==> config.mk <==
export PLATFORM = sky130hd
export DESIGN_NAME = demux_1to2
export DESIGN_NICKNAME = d
export VERILOG_FILES = /design/src/rtl/demux_1to2.sv
export SDC_FILE = /design/constraint.sdc
export NUM_CORES = 1
export LEC_CHECK = 0
export ABC_AREA = 1
export BUFFER_PORTS_ARGS = -buffer_cell sky130_fd_sc_hd__buf_2
export CAP_MARGIN = 20
export CORE_ASPECT_RATIO = 0.75
export CORE_MARGIN = 2
export CORE_UTILIZATION = 40
export DETAILED_ROUTE_END_ITERATION = 10
export PLACE_DENSITY = 0.6
export SYNTH_ARGS = -nofsm -noshare
export SYNTH_HDL_FRONTEND = slang
export SYNTH_SLANG_ARGS = --single-unit
==> constraint.sdc <==
create_clock -name clk_i -period 2.5 [get_ports clk_i]
set_clock_uncertainty 0.15 [all_clocks]
set_input_delay 0.25 -clock clk_i [delete_from_list [all_inputs] [get_ports clk_i]]
set_output_delay 0.25 -clock clk_i [all_outputs]
set_load 0.01 [all_outputs]
==> src/rtl/demux_1to2.sv <==
// demux_1to2: routes one valid/ready input stream into two independent
// 2-entry FIFO channels chosen by select_i. Each channel presents its head
// word with a valid/ready handshake. Reset (rst_i) is synchronous and
// active-low; while it is low every output reads as zero.
// Optional feature: define DEMUX_1TO2_CNT_EN to enable the 16-bit per-channel
// accepted-word counters on cnt0_o/cnt1_o. Without it those outputs are
// constant zero and no counter registers exist.
module demux_1to2 #(
  parameter int size = 32
) (
  input  logic            clk_i,
  input  logic            rst_i,
  input  logic [size-1:0] data_i,
  input  logic            select_i,
  input  logic            valid_i,
  output logic            ready_o,
  output logic [size-1:0] data0_o,
  output logic [size-1:0] data1_o,
  output logic            valid0_o,
  output logic            valid1_o,
  input  logic            ready0_i,
  input  logic            ready1_i,
  output logic [15:0]     cnt0_o,
  output logic [15:0]     cnt1_o
);

  logic [1:0]            rdy_in;
  logic [1:0]            full;
  logic [1:0]            push;
  logic [1:0]            pop;
  logic [1:0]            chan_valid;
  logic [1:0][size-1:0]  head;
  logic [1:0][15:0]      cnt;

  assign rdy_in = {ready1_i, ready0_i};

  // Acceptance depends only on registered fullness of the addressed channel,
  // so downstream ready never reaches ready_o combinationally.
  assign ready_o = rst_i && (select_i ? !full[1] : !full[0]);

  genvar gi;
  generate
    for (gi = 0; gi < 2; gi++) begin : g_chan
      logic [size-1:0] mem_reg [2];
      logic            wr_ptr_reg;
      logic            rd_ptr_reg;
      logic [1:0]      occ_reg;
      logic [1:0]      occ_next;
      logic            sel_match;

      assign sel_match      = (gi == 1) ? select_i : ~select_i;
      assign full[gi]       = (occ_reg == 2'd2);
      assign chan_valid[gi] = rst_i && (occ_reg != 2'd0);
      assign push[gi]       = valid_i && rst_i && sel_match && !full[gi];
      assign pop[gi]        = chan_valid[gi] && rdy_in[gi];
      // Storage is cleared on reset, so the head reads zero until a push.
      assign head[gi]       = rst_i ? mem_reg[rd_ptr_reg] : '0;

      // Occupancy: a push and a pop in the same cycle cancel out.
      always_comb begin
        occ_next = occ_reg;
        case ({push[gi], pop[gi]})
          2'b10:   occ_next = occ_reg + 2'd1;
          2'b01:   occ_next = occ_reg - 2'd1;
          default: occ_next = occ_reg;
        endcase
      end

      // Ring of two words addressed by one-bit write/read pointers.
      always_ff @(posedge clk_i) begin
        if (!rst_i) begin
          mem_reg[0] <= '0;
          mem_reg[1] <= '0;
          wr_ptr_reg <= 1'b0;
          rd_ptr_reg <= 1'b0;
          occ_reg    <= 2'd0;
        end else begin
          if (push[gi]) begin
            mem_reg[wr_ptr_reg] <= data_i;
            wr_ptr_reg          <= ~wr_ptr_reg;
          end
          if (pop[gi]) begin
            rd_ptr_reg <= ~rd_ptr_reg;
          end
          occ_reg <= occ_next;
        end
      end

`ifdef DEMUX_1TO2_CNT_EN
      logic [15:0] cnt_reg;

      // Free-running count of accepted words, wrapping at 16 bits.
      always_ff @(posedge clk_i) begin
        if (!rst_i) begin
          cnt_reg <= 16'd0;
        end else if (push[gi]) begin
          cnt_reg <= cnt_reg + 16'd1;
        end
      end

      assign cnt[gi] = rst_i ? cnt_reg : 16'd0;
`else
      assign cnt[gi] = 16'd0;
`endif
    end
  endgenerate

  assign data0_o  = head[0];
  assign data1_o  = head[1];
  assign valid0_o = chan_valid[0];
  assign valid1_o = chan_valid[1];
  assign cnt0_o   = cnt[0];
  assign cnt1_o   = cnt[1];

endmodule

Yosys cells after proc, flatten, opt, wreduce, memory -nomap -nowiden
Memory sizes are Yosys's and may differ from the RTL's. A register that Yosys moved wholly into a read port is not among the register bits.
Cells that the tools add are included.

storage, ports and cells
  register bits = 8
  memories kept = 2
  RAM bits = 128
  output and inout port bits = 99

memories
  name               depth  width  rd ports  clocked after Yosys merged registers in  wr ports  RTL line  RTL
  g_chan[0].mem_reg  2      32     1         1                                        2         44        logic [size-1:0] mem_reg [2];
  g_chan[1].mem_reg  2      32     1         1                                        2         44

cells by class
  equality and inequality tests = 6
  add/subtract/negate cells = 4
  bitwise gates (word level) = 5
  reduce and logical (&&, ||, !) cells = 18
  muxes and demuxes = 22

operators by type and width
  cell                                                                    number
  32-bit 2-to-1 mux                                                       4
  32-bit OR reduction                                                     2
  1-bit 2-to-1 mux                                                        16
  1-bit logical AND                                                       10
  2-bit equality test (second input constant)                             4
  2-bit one-hot mux with 2 select lines                                   2
  2-bit nonzero test                                                      4
  1-bit NOT                                                               5
  2-bit by 1-bit adder with 2-bit output (second input constant)          2
  2-bit by 1-bit equality test with 1-bit output (second input constant)  2
  2-bit by 1-bit subtractor with 2-bit output (second input constant)     2
  1-bit zero test                                                         2

Longest topological paths before layout
  depth in word-level cells = 8
  gate-level depth with buffers = 11
  depth with buffers taken out = 11

Least setup slack after synthesis
OpenSTA, ideal clock, no wires.

  path type = reg2reg
  from = register g_chan[0].occ_reg[0]
  to = memory g_chan[0].mem_reg[0][0], enable pin
  stages on the path, launching flop included = 6
  period minus slack after synthesis = 2139 ps
  path slack = 361 ps
  arrival time = 1600 ps
  library setup time = 389 ps
  cells stage by stage = dfxtp_1 inv_1 nand2_1 nand3b_4 buf_6 nand2_1

RTL lines
  element                 RTL line  RTL
  from (decl)             47        logic [1:0] occ_reg;
  from (signal assigned)  85        occ_reg <= occ_next;
  to (decl)               44

==> impl_results.md <==
* Maximum clock insertion buffer count at 2
* HPWL reported at the end of detailed placement at 9660 um
* Signed area change from the synthesized netlist to the final layout at 18.7%
* Sum Neg Setup Slack at 0 ps
* Final core area utilization at 48.9%
* Area fraction of the dominant cell type after synthesis at 60.7%
* Register bit total from synthesis at 138
* Post-Place Cells at 931
* Remaining antenna violation count at 0
* Main flop type after synthesis: sky130_fd_sc_hd__edfxtp_1
* Antenna diode count at 0
* Hold Violations, Final at 0
* DRT Wirelength at 15200 um
* Routed wirelength normalized by instance count at 15.7 um
* Library cell occupying the most area in the post-synthesis netlist: sky130_fd_sc_hd__edfxtp_1
* Sink Count at 138
* Top-Level Pins at 137
* Number of flops mapped to enable cells by yosys at 128
* Maximum level of the CTS H-tree at 4
* Total leakage power at 3.49 nW
* Clock Tree Root: sky130_fd_sc_hd__clkbuf_16
* Leading cell types by total area after synthesis: sky130_fd_sc_hd__edfxtp_1 61%, sky130_fd_sc_hd__nor2_1 16%, sky130_fd_sc_hd__o21ai_0 5.3%
* Result of the run: finished, final reports clean
* Count of max-cap constraint violations at 0
* Sequential standard cell area at 0.00404 mm^2
* TritonRoute pass-1 iters at 4
* Via count at 4563
* CTS tree: done
* GRT Util Overall at 18.4%
* Part of the Yosys area used for sequential elements at 63.9%
* Number of buffers inserted by port buffering at 104
* Core Footprint at 0.0154 mm^2
* Class of the most critical hold timing path: in2reg
* Library cells used by synthesis at 23
* Number of cells upsized or downsized after cts at 0
* Wire length on met1 at 6990 um
* WHS at 22.3 ps
* Remaining DRCs at 0
* Endpoint type of the worst setup path: output pin
* Antenna violations before repair at 0
* Measured slew at the worst slew-check pin at 499 ps
* Post-Synthesis Cells at 640
* Peak fanout along the critical path at 23
* Number of global-route vias before repair at 4396
* Post-synthesis cell area at 0.00633 mm^2
* Horizontal die dimension at 149 um
* # Post-CTS Setup Buffers at 0
* Crit Path Category: reg2out
* Portion of the clock cycle consumed by the worst path in the final layout at 89.5%
* CTS buffer count at 17
* Routed vias/inst at 4.74
* Endpoint arrival time on the critical path at 1840 ps
* Relative slew margins at 66.6%
* Maximum resistive drop on vdd at 491 uV
* First DRT Iteration DRCs at 310
* Async SR Flop Fraction at 0%
* Layout Cell Area excl Fill at 0.00751 mm^2
* Detailed route wirelength on metal3 at 1030 um
* Hold-fix buffers, CTS at 0
* Final slew viol count at 0
* Clock transition at path regs at 60 ps
* Post-layout instance count excluding filler cells at 962
* Commonest cells in the netlist: 266 x sky130_fd_sc_hd__nor2_1, 128 x sky130_fd_sc_hd__edfxtp_1, 67 x sky130_fd_sc_hd__o21ai_0
* Pin count of the biggest net entering global routing at 69
* Die H at 113 um
* CP Data Required Time at 2100 ps
* Clock Latency Late Sink at 420 ps
* Setup repair after global routing missed its margin: false
* Number of fill cells at 1452
* Synth Warn # at 0
* Initial core utilization at 41.2%
* Site Rows at 39
* Power density cells at 751 mW/mm^2
* Final Setup Violations at 0
* Critical path startpoint category: flop
* Max FFs per register at 128
* Placement Cell Area at 0.00695 mm^2
* Most numerous cell in the Yosys netlist: sky130_fd_sc_hd__nor2_1
* Share of cells above drive strength 1 at 21.7%
* Total die area at 0.0169 mm^2
* First-pass GRT wire length at 23100 um
* Final period demand of the worst path at 2240 ps
* Achievable Freq at 447 MHz
* Top layer used by detailed routing: met4
* Final net count at 785
* Area of the multi-input gates at 0.00177 mm^2
* Synthesized area per cell at 9.89 um^2
* Grt total ovfl at 0
* Final weighted congestion in routability-driven placement at 0.789
* Wire length on met2 at 6940 um
-- layer usage --
metal,GRT usage (%),vias to the layer above
li1,-,2216
met3,4.07,15
met4,7.17,0
met5,0,-
met2,28.5,173
met1,25.5,2159
-- worst paths after layout --
kind	start	slack [ps]	cells after the start	to
setup / recovery	flop	260	4	data0_o[18]
hold / removal	data_i[21]	20	3	g_chan[1].mem_reg[0][21]
setup reg to reg	g_chan[0].occ_reg[0]	620	5	g_chan[0].mem_reg[1][30]
hold reg to reg	g_chan[1].wr_ptr_reg	370	2	g_chan[1].wr_ptr_reg
-- stage by stage --
step,power (mW),setup slack (ps)
6_report,5.64,261
5_1_grt,5.81,94.6
4_1_cts,5.67,232
3_5_place_dp,3.23,464
3_3_place_gp,3.22,545
2_1_floorplan,3.05,361
-- where the power goes --
group / switching (mW) / total (mW) / internal [mW]
Sequential: 0.0348 / 2.68 / 2.64
Combinational: 0.350 / 0.502 / 0.152
Clock: 0.918 / 2.46 / 1.54
-- worst max-delay path, stage by stage, from the launching register on --
cell and delay [ps]:
sky130_fd_sc_hd__dfxtp_1 550, sky130_fd_sc_hd__buf_4 360, sky130_fd_sc_hd__o21ai_0 130, sky130_fd_sc_hd__nor2_1 190, sky130_fd_sc_hd__buf_2 180
-- area by class of cell --
cell class                      count  area share [%]
Clock buffer                       20            5.81
Clock inverter                     11            1.72
Inverter                           53            2.65
Multi-Input combinational cell    415            23.6
Sequential cell                   138            53.8
Tap cell                          205            3.41
Timing Repair Buffer              120            9.03
-- cells by family after synthesis --
logic type	count (synthesis)	synth area share, %
fa+ha+maj	2	0.395
compound gates	72	5.69
flops	138	63.9
simple gates	309	19.8
buf+inv	118	10.2
other cells	1	0.0592
-- placed cells by master (no fill, tap or decap), types with 3 or more instances in the layout --
cell and count:
sky130_fd_sc_hd__clkinv_2 3, sky130_fd_sc_hd__a21oi_1 5, sky130_fd_sc_hd__nor2_2 8, sky130_fd_sc_hd__conb_1 32, sky130_fd_sc_hd__nand4_1 4, sky130_fd_sc_hd__inv_1 52, sky130_fd_sc_hd__clkbuf_16 17, sky130_fd_sc_hd__nand2_1 17
sky130_fd_sc_hd__dfxtp_1 10, sky130_fd_sc_hd__nor2_1 266, sky130_fd_sc_hd__clkbuf_1 3, sky130_fd_sc_hd__nand3_1 3, sky130_fd_sc_hd__buf_2 104, sky130_fd_sc_hd__nand2_2 5, sky130_fd_sc_hd__edfxtp_1 128, sky130_fd_sc_hd__bufinv_16 3
sky130_fd_sc_hd__buf_12 3, sky130_fd_sc_hd__clkinv_1 4, sky130_fd_sc_hd__o21ai_0 67, sky130_fd_sc_hd__buf_4 13
(Power assumes the default switching activity.)
